$ cat src/rtl/load_store_unit.sv
// Load/store unit: accepts one byte/half/word load or store request at a time,
// drives a word-aligned single-port memory with a registered read port, and
// returns a one-cycle completion pulse with the extended load result.
// Sub-word stores at a non-zero offset use a read-modify-write through MERGE.
//
// Ports:
//   clk, rst_n                     clock, asynchronous active-low reset
//   req_valid/req_ready            request handshake (ready only in IDLE)
//   req_addr/req_wen/req_funct3    byte address, 1=store, RISC-V size code
//   req_wdata                      store data in its low bytes
//   resp_valid/resp_rdata/resp_err completion pulse, load result, error flag
//   d_addr/wen/wty/wdata           memory address (word aligned), write controls
//   rdata                          memory read word, valid the cycle after d_addr
module load_store_unit #(
    parameter int unsigned WORD_LEN = 32
) (
    input  logic                clk,
    input  logic                rst_n,
    input  logic                req_valid,
    output logic                req_ready,
    input  logic [WORD_LEN-1:0] req_addr,
    input  logic                req_wen,
    input  logic [2:0]          req_funct3,
    input  logic [WORD_LEN-1:0] req_wdata,
    output logic                resp_valid,
    output logic [WORD_LEN-1:0] resp_rdata,
    output logic                resp_err,
    output logic [WORD_LEN-1:0] d_addr,
    input  logic [WORD_LEN-1:0] rdata,
    output logic                wen,
    output logic [1:0]          wty,
    output logic [WORD_LEN-1:0] wdata
);

    localparam logic [1:0] S_IDLE  = 2'd0;
    localparam logic [1:0] S_ISSUE = 2'd1;
    localparam logic [1:0] S_MERGE = 2'd2;
    localparam logic [1:0] S_RESP  = 2'd3;

    logic [1:0]          state_q,  state_d;
    logic [WORD_LEN-1:0] addr_q,   addr_d;
    logic                store_q,  store_d;
    logic [2:0]          funct3_q, funct3_d;
    logic [WORD_LEN-1:0] wdata_q,  wdata_d;
    logic                err_q,    err_d;

    logic                req_err_c;
    logic                rmw_c;
    logic [4:0]          byte_sh_c;
    logic [4:0]          half_sh_c;
    logic [WORD_LEN-1:0] byte_word_c;
    logic [WORD_LEN-1:0] half_word_c;
    logic [WORD_LEN-1:0] load_ext_c;
    logic [WORD_LEN-1:0] lane_mask_c;
    logic [WORD_LEN-1:0] merge_c;
    logic [WORD_LEN-1:0] word_addr_c;

    // Classify the presented request: illegal size code or misaligned access.
    always_comb begin
        req_err_c = 1'b0;
        if (req_funct3 == 3'b011 || req_funct3[2:1] == 2'b11 ||
            (req_funct3[2] && req_wen)) begin
            req_err_c = 1'b1;
        end else if (req_funct3[1:0] == 2'b01 && req_addr[0]) begin
            req_err_c = 1'b1;
        end else if (req_funct3[1:0] == 2'b10 && req_addr[1:0] != 2'b00) begin
            req_err_c = 1'b1;
        end
    end

    // Legal stores off lane 0 can only be SB at 1..3 or SH at 2: read first, then merge.
    assign rmw_c       = store_q && (addr_q[1:0] != 2'b00);
    assign word_addr_c = {addr_q[WORD_LEN-1:2], 2'b00};

    // Lane extraction for loads and lane replacement for read-modify-write stores.
    always_comb begin
        byte_sh_c   = {addr_q[1:0], 3'b000};
        half_sh_c   = {addr_q[1], 4'b0000};
        byte_word_c = rdata >> byte_sh_c;
        half_word_c = rdata >> half_sh_c;
        case (funct3_q)
            3'b000:  load_ext_c = {{(WORD_LEN-8){byte_word_c[7]}}, byte_word_c[7:0]};
            3'b001:  load_ext_c = {{(WORD_LEN-16){half_word_c[15]}}, half_word_c[15:0]};
            3'b010:  load_ext_c = rdata;
            3'b100:  load_ext_c = {{(WORD_LEN-8){1'b0}}, byte_word_c[7:0]};
            3'b101:  load_ext_c = {{(WORD_LEN-16){1'b0}}, half_word_c[15:0]};
            default: load_ext_c = '0;
        endcase
        lane_mask_c = funct3_q[0] ? WORD_LEN'(16'hFFFF) : WORD_LEN'(8'hFF);
        merge_c     = (rdata & ~(lane_mask_c << byte_sh_c)) |
                      ((wdata_q & lane_mask_c) << byte_sh_c);
    end

    // Next-state and request capture.
    always_comb begin
        state_d  = state_q;
        addr_d   = addr_q;
        store_d  = store_q;
        funct3_d = funct3_q;
        wdata_d  = wdata_q;
        err_d    = err_q;
        case (state_q)
            S_IDLE: begin
                if (req_valid) begin
                    addr_d   = req_addr;
                    store_d  = req_wen;
                    funct3_d = req_funct3;
                    wdata_d  = req_wdata;
                    err_d    = req_err_c;
                    state_d  = req_err_c ? S_RESP : S_ISSUE;
                end
            end
            S_ISSUE: state_d = rmw_c ? S_MERGE : S_RESP;
            S_MERGE: state_d = S_RESP;
            default: state_d = S_IDLE;
        endcase
    end

    // State and request registers.
    always_ff @(posedge clk or negedge rst_n) begin
        if (!rst_n) begin
            state_q  <= S_IDLE;
            addr_q   <= '0;
            store_q  <= 1'b0;
            funct3_q <= 3'b000;
            wdata_q  <= '0;
            err_q    <= 1'b0;
        end else begin
            state_q  <= state_d;
            addr_q   <= addr_d;
            store_q  <= store_d;
            funct3_q <= funct3_d;
            wdata_q  <= wdata_d;
            err_q    <= err_d;
        end
    end

    // Outputs decoded from state; reset forces IDLE so every output is quiet at once.
    always_comb begin
        req_ready  = 1'b0;
        resp_valid = 1'b0;
        resp_err   = 1'b0;
        resp_rdata = '0;
        d_addr     = '0;
        wen        = 1'b0;
        wty        = 2'b00;
        wdata      = '0;
        case (state_q)
            S_IDLE: req_ready = 1'b1;
            S_ISSUE: begin
                d_addr = word_addr_c;
                if (store_q && !rmw_c) begin
                    wen   = 1'b1;
                    wty   = funct3_q[1:0];
                    wdata = wdata_q;
                end
            end
            S_MERGE: begin
                d_addr = word_addr_c;
                wen    = 1'b1;
                wty    = 2'b10;
                wdata  = merge_c;
            end
            default: begin
                resp_valid = 1'b1;
                resp_err   = err_q;
                if (!err_q && !store_q) begin
                    resp_rdata = load_ext_c;
                end
            end
        endcase
    end

endmodule

$ cat config.mk
export PLATFORM = sky130hd
export DESIGN_NAME = load_store_unit
export DESIGN_NICKNAME = d
export VERILOG_FILES = /design/src/rtl/load_store_unit.sv
export SDC_FILE = /design/constraint.sdc
export NUM_CORES = 1
export LEC_CHECK = 0
export CAP_MARGIN = 20
export CORE_UTILIZATION = 40
export DETAILED_ROUTE_END_ITERATION = 7
export GPL_TIMING_DRIVEN = 0
export PLACE_DENSITY = 0.78
export SLEW_MARGIN = 10
export SYNTH_ARGS = -nofsm -noshare
export SYNTH_HDL_FRONTEND = slang
export SYNTH_SLANG_ARGS = --single-unit
$ cat constraint.sdc
create_clock -name clk -period 1.65 [get_ports clk]
set_clock_uncertainty 0.15 [all_clocks]
set_input_delay 0.165 -clock clk [delete_from_list [all_inputs] [get_ports clk]]
set_output_delay 0.165 -clock clk [all_outputs]
set_load 0.1 [all_outputs]
==> impl_metrics.yaml, run 1 <==
placed_design:
  gp_congestion: 0.889
  port_buffers: 202
  hpwl_um: 14500
  pre_cts_ws_ps: -1580
setup_path:
  cp_num_buf_inv: 4
  r2r-start: "state_q[0]"
  critPathLaunch: "addr_q[0]"
  crit_top_cell: "buf_6"
  cp-start-kind: "flop"
  crit_end: "wdata[23]"
  critPathMaxStageDelay_ps: 490
  rrSetupSlack_ps: -170
  critPathRequiredTime_ps: 1330
  reg2reg_depth: 7
  reg2reg_to: "state_q[1]"
  path_delay_family: "buffers and inverters"
  crit_type: "flop to output pin"
  arrival_ps: 2230
  crit_path_end_kind: "output pin"
  cp.depth: 6
  cp_max_fo: 10
  critPathSlowestCell: "mux2i_1"
  path_cells: "buf_6 -> buf_6 -> buf_6 -> mux2i_1 -> o221ai_4 -> buf_12"
grt:
  grt_max_degree: 61
  grt_pass1_wl_um: 34400
  antenna_found_initial: 0
  grt_pass1_vias: 5860
  overflow: 0
  track_usage_pct: 35.6
synth:
  netlist.area_leader.share_pct: 35.7
  postSynthCellCount: 494
  synthArstFlopShare_pct: 100
  ys_warn_count: 0
  syn_area_mm2: 0.00497
  ys_ff_latch: 71
  syn_avg_cell_area_um2: 10.1
  synth-edff-count: 0
  synth_top_area_cell: "dfrtp_1"
  ys_seq_area_share_pct: 35.7
  synthDistinctLibCells: 48
  yosys_most_used_dff: "dfrtp_1"
  synthTopCellsByArea: "dfrtp_1, mux2_2, a21oi_1"
status:
  status: "finished with violations"
  violations: "setup timing"
clock_tree:
  cts_tree: "yes"
  clockRootBuffer: "clkbuf_16"
  cts.sinks: 71
  clk-insertion-delay-late_ps: 340
  clockBufferDepth: 2
  cts_buffers: 9
  h-tree-depth: 3
  clk_pin_slew_worst_paths_ps: 60
route:
  firstDrtPassIters: 5
  routed_via_density: 6.02
  drc: 0
  drt_iter0_markers: 446
  wire_per_inst_um: 27.8
  vias: 5547
  postRouteAntennaNets: 0
  routed_wirelength_um: 25600
final_layout:
  layout-drive-gt1-share_pct: 60.6
  mostFrequentLayoutCells: "buf_12, clkdlybuf4s50_1, mux2_2"
  final_common_cell: "buf_12"
  nets: 857
  synthToLayoutAreaGrowth_pct: 117
  num_antenna_cells: 0
run:
  drv_cap: 0
sta:
  setup_viol: 171
  worstMarginPinSlew_ps: 713
  min_period_over_period_pct: 154
  fmaxAchievable_mhz: 393
  rsz0062_at_grt: "true"
  slew_headroom_pct: 51.8
  setup_ws_ps: -892
  hold_viol: 0
  fin_crit_ps: 2540
  slew_viol_final: 0
floorplanning:
  boundaryPins: 205
  core-area_mm2: 0.0121
  floorplan.initialDensity_pct: 41.2
  dieArea_mm2: 0.0129
  rows: 40
  die_w_um: 114
  die_h_um: 114
hold_path:
  hold_class: "input pin to asynchronous set/reset pin"
-- cell usage after synthesis, types with 2 or more instances --
| master | instances |
|---|---|
| dfrtp_1 | 71 |
| nor3b_2 | 6 |
| nand2b_1 | 10 |
| o21ai_0 | 21 |
| nand2_1 | 31 |
| o221ai_1 | 8 |
| o21ba_2 | 2 |
| nor2_1 | 4 |
| a22oi_1 | 8 |
| inv_1 | 4 |
| a32oi_1 | 8 |
| mux2i_1 | 16 |
| ha_1 | 4 |
| a22o_1 | 7 |
| buf_6 | 7 |
| a32o_1 | 7 |
| buf_2 | 20 |
| o2bb2ai_1 | 2 |
| mux2_4 | 2 |
| clkbuf_1 | 11 |
| nand3_1 | 16 |
| o21bai_1 | 7 |
| a21oi_1 | 44 |
| nor2b_1 | 10 |
| nor3b_1 | 11 |
| mux2_2 | 82 |
| and2_1 | 33 |
| o21a_1 | 16 |
| buf_4 | 7 |
-- metrics by stage --
step	setup TNS, ps	std cells	utilization (%)	area (µm²)	hold slack, ps
detailed placement	-138530	866	68.3	8240	-122
floorplan	-42810	495	-	5980	-281
finish	-78020	922	89.4	10800	83.0
global route	-83010	922	89.4	10800	108
CTS	-58480	911	85.8	10400	69.9
global placement	-285230	865	68.1	8210	339
-- sequential cells by signal (all words and copies together) (netlist names) --
name      flops
addr_q       32
wdata_q      32
funct3_q      3
state_q       2
err_q         1
store_q       1
-- timing repair --
item,CTS,global route
buffers inserted,26,9
gates cloned,5,6
setup endpoints to repair,168,170
hold buffers,1,0
gates resized for setup,1023,66
hold endpoints to repair,71,0
pin swaps,26,19
-- worst reg2reg max path: cells and delay by family (launching register included) --
family | cells | cell delay (ps)
compound gates | 2 | 470
flops | 1 | 450
buf+inv | 4 | 370
fa+ha+maj | 1 | 290
-- layer usage --
metal / share of wire [%] / vias up / global-route usage (%)
met1: 35 / 2716 / 39.3
met2: 52 / 384 / 63.3
li1: - / 2333 / -
met4: 5.5 / 0 / 20.1
met5: 0 / - / 0
met3: 7.0 / 114 / 7.65
-- cell families (layout without fill, tap and decap cells) --
group,after synthesis,in the layout,synth area share [%]
buf+inv,51,309,5.96
fa+ha+maj,4,4,1.01
simple gates,128,129,15.3
compound gates,139,139,19.5
other cells,1,2,0.0754
mux,100,100,22.4
flops,71,71,35.7
-- layout make-up --
cell class	instances	area [µm²]
Multi-Input combinational cell	374	4210
Timing Repair Buffer	248	3720
Sequential cell	71	1780
Fill cell	447	1280
Buffer	42	522
Clock buffer	11	243
Tap cell	168	210
Clock inverter	4	70.1
Inverter	4	23.8
-- worst min path at each step --
| stage | startpoint | endpoint | cells after the start |
|---|---|---|---|
| 2_1_floorplan | rst_n | addr_q[0] | 0 |
| 3_3_place_gp | addr_q[17] | addr_q[17] | 1 |
| 3_5_place_dp | rst_n | addr_q[29] | 1 |
| 4_1_cts | rst_n | wdata_q[19] | 2 |
| 5_1_grt | rst_n | addr_q[29] | 2 |
| 6_report | rst_n | wdata_q[19] | 2 |
Power of run 1 is left out: the tool's default activity adds up to more than one toggle a clock period on the data nets, which glitch-free logic cannot reach.
==> run 2: changes to the inputs <==
- clock period: 1.65 -> 2.25 ns (I/O delays scaled with it)
==> run 2 against run 1 <==
The run still ends with setup timing left. First-iteration DRC count is 0.67% lower. Die area stayed put. Flip-flop and latch count stayed put.
==> impl_metrics.yaml, run 2 (synthesis results as in run 1) <==
final_layout:
  layout-drive-gt1-share_pct: 56.9
  nets: 845
  fillCellCount: 653
  reg.largest.list: "addr_q x32, wdata_q x32, funct3_q x3"
  num_antenna_cells: 0
  mostFrequentLayoutCells: "clkdlybuf4s50_1, buf_12, mux2_2"
  final_common_cell: "clkdlybuf4s50_1"
  synthToLayoutAreaGrowth_pct: 97.9
floorplanning:
  dieArea_mm2: 0.0129
  rows: 40
  die_h_um: 114
  die_w_um: 114
  floorplan.initialDensity_pct: 41.2
  core-area_mm2: 0.0121
  boundaryPins: 205
route:
  drc: 0
  wire_per_inst_um: 22.5
  drt_iter0_markers: 443
  vias: 5218
  routed_wirelength_um: 20500
  firstDrtPassIters: 5
  routed_via_density: 5.73
  postRouteAntennaNets: 0
setup_path:
  crit_type: "flop to output pin"
  arrival_ps: 2150
  critPathSlowestCell: "dfrtp_2"
  cp-start-kind: "flop"
  reg2reg_depth: 5
  cp.depth: 6
  crit_path_end_kind: "output pin"
  path_delay_family: "buffers and inverters"
  cp_num_buf_inv: 3
  cp_max_fo: 10
  critPathMaxStageDelay_ps: 440
  critPathRequiredTime_ps: 1880
  path_cells: "buf_6 -> nor2b_1 -> clkbuf_2 -> a22oi_1 -> a21oi_4 -> buf_12"
sta:
  whs_ps: 191
  setup_ws_ps: -278
  min_period_over_period_pct: 112
  fmaxAchievable_mhz: 396
  fin_crit_ps: 2530
  slew_headroom_pct: 45.3
  fin_tns_setup_ps: -8250
  hold_viol: 0
  worstMarginPinSlew_ps: 819
  slew_viol_final: 0
  rsz0062_at_grt: "true"
  setup_viol: 67
placed_design:
  gp_congestion: 0.988
  pre_cts_ws_ps: -1060
  hpwl_um: 13600
  port_buffers: 202
status:
  violations: "setup timing"
  status: "finished with violations"
grt:
  antenna_found_initial: 0
  grt_pass1_vias: 5397
  grt_pass1_wl_um: 29700
  overflow: 0
  grt_max_degree: 51
  track_usage_pct: 29.9
clock_tree:
  cts_buffers: 9
  cts.sinks: 71
  h-tree-depth: 3
  clk-insertion-delay-late_ps: 320
  clockBufferDepth: 2
  clk_pin_slew_worst_paths_ps: 60
  clockRootBuffer: "clkbuf_16"
  cts_tree: "yes"
run:
  drv_cap: 0
hold_path:
  hold_class: "input pin to asynchronous set/reset pin"
run 2: per-layer routing:
layer	global-route usage [%]	vias to the layer above	wire length, µm
met5	0	-	0
met4	14.6	0	854
met3	6.91	60	1750
met2	51.3	305	10200
met1	35.2	2558	7660
li1	-	2295	-
run 2: area by class of cell:
| cell class | count | area (µm²) | area share, % |
|---|---|---|---|
| clock inverters | 4 | 70.1 | 0.712 |
| flip-flops and latches | 71 | 1780 | 18.1 |
| plain buffers | 43 | 398 | 4.04 |
| clock buffers | 12 | 236 | 2.40 |
| well taps | 168 | 210 | 2.13 |
| repair buffers | 236 | 3170 | 32.2 |
| inverters | 4 | 17.5 | 0.178 |
| multi-input cells | 373 | 3960 | 40.2 |
run 2: metrics by stage:
stage / instance area, µm² / std cells / util (%)
detailed placement: 7920 / 866 / 65.7
global route: 9850 / 911 / 81.6
global placement: 7900 / 865 / 65.5
CTS: 9400 / 899 / 77.9
finish: 9850 / 911 / 81.6
floorplan: 5660 / 495 / -
run 2: worst register-to-register path: cells and delay by family (launching register included):
family,cells,cell delay [ps]
compound gates,2,320
fa+ha+maj,1,230
buf+inv,2,700
flops,1,440
run 2: path summary, 6_finish.rpt:
check / start / slack [ps] / end
min: rst_n / 190 / addr_q[2]
max in group asynchronous: rst_n / 1210 / wdata_q[11]
max reg2reg: state_q[0] / 260 / state_q[1]
max: funct3_q[0] / -280 / resp_rdata[8]
min reg2reg: addr_q[31] / 350 / addr_q[31]
min in group clk: addr_q[31] / 350 / addr_q[31]
run 2: repair_timing:
action | 4_1_cts | 5_1_grt
gates resized for setup | 883 | 87
setup buffers | 15 | 12
cloned | 3 | 3
pin swaps | 27 | 17
hold buffers | 1 | 0
endpoints found under the hold margin | 58 | 0
setup endpoints to repair | 100 | 97
Power of run 2 is left out for the same reason.
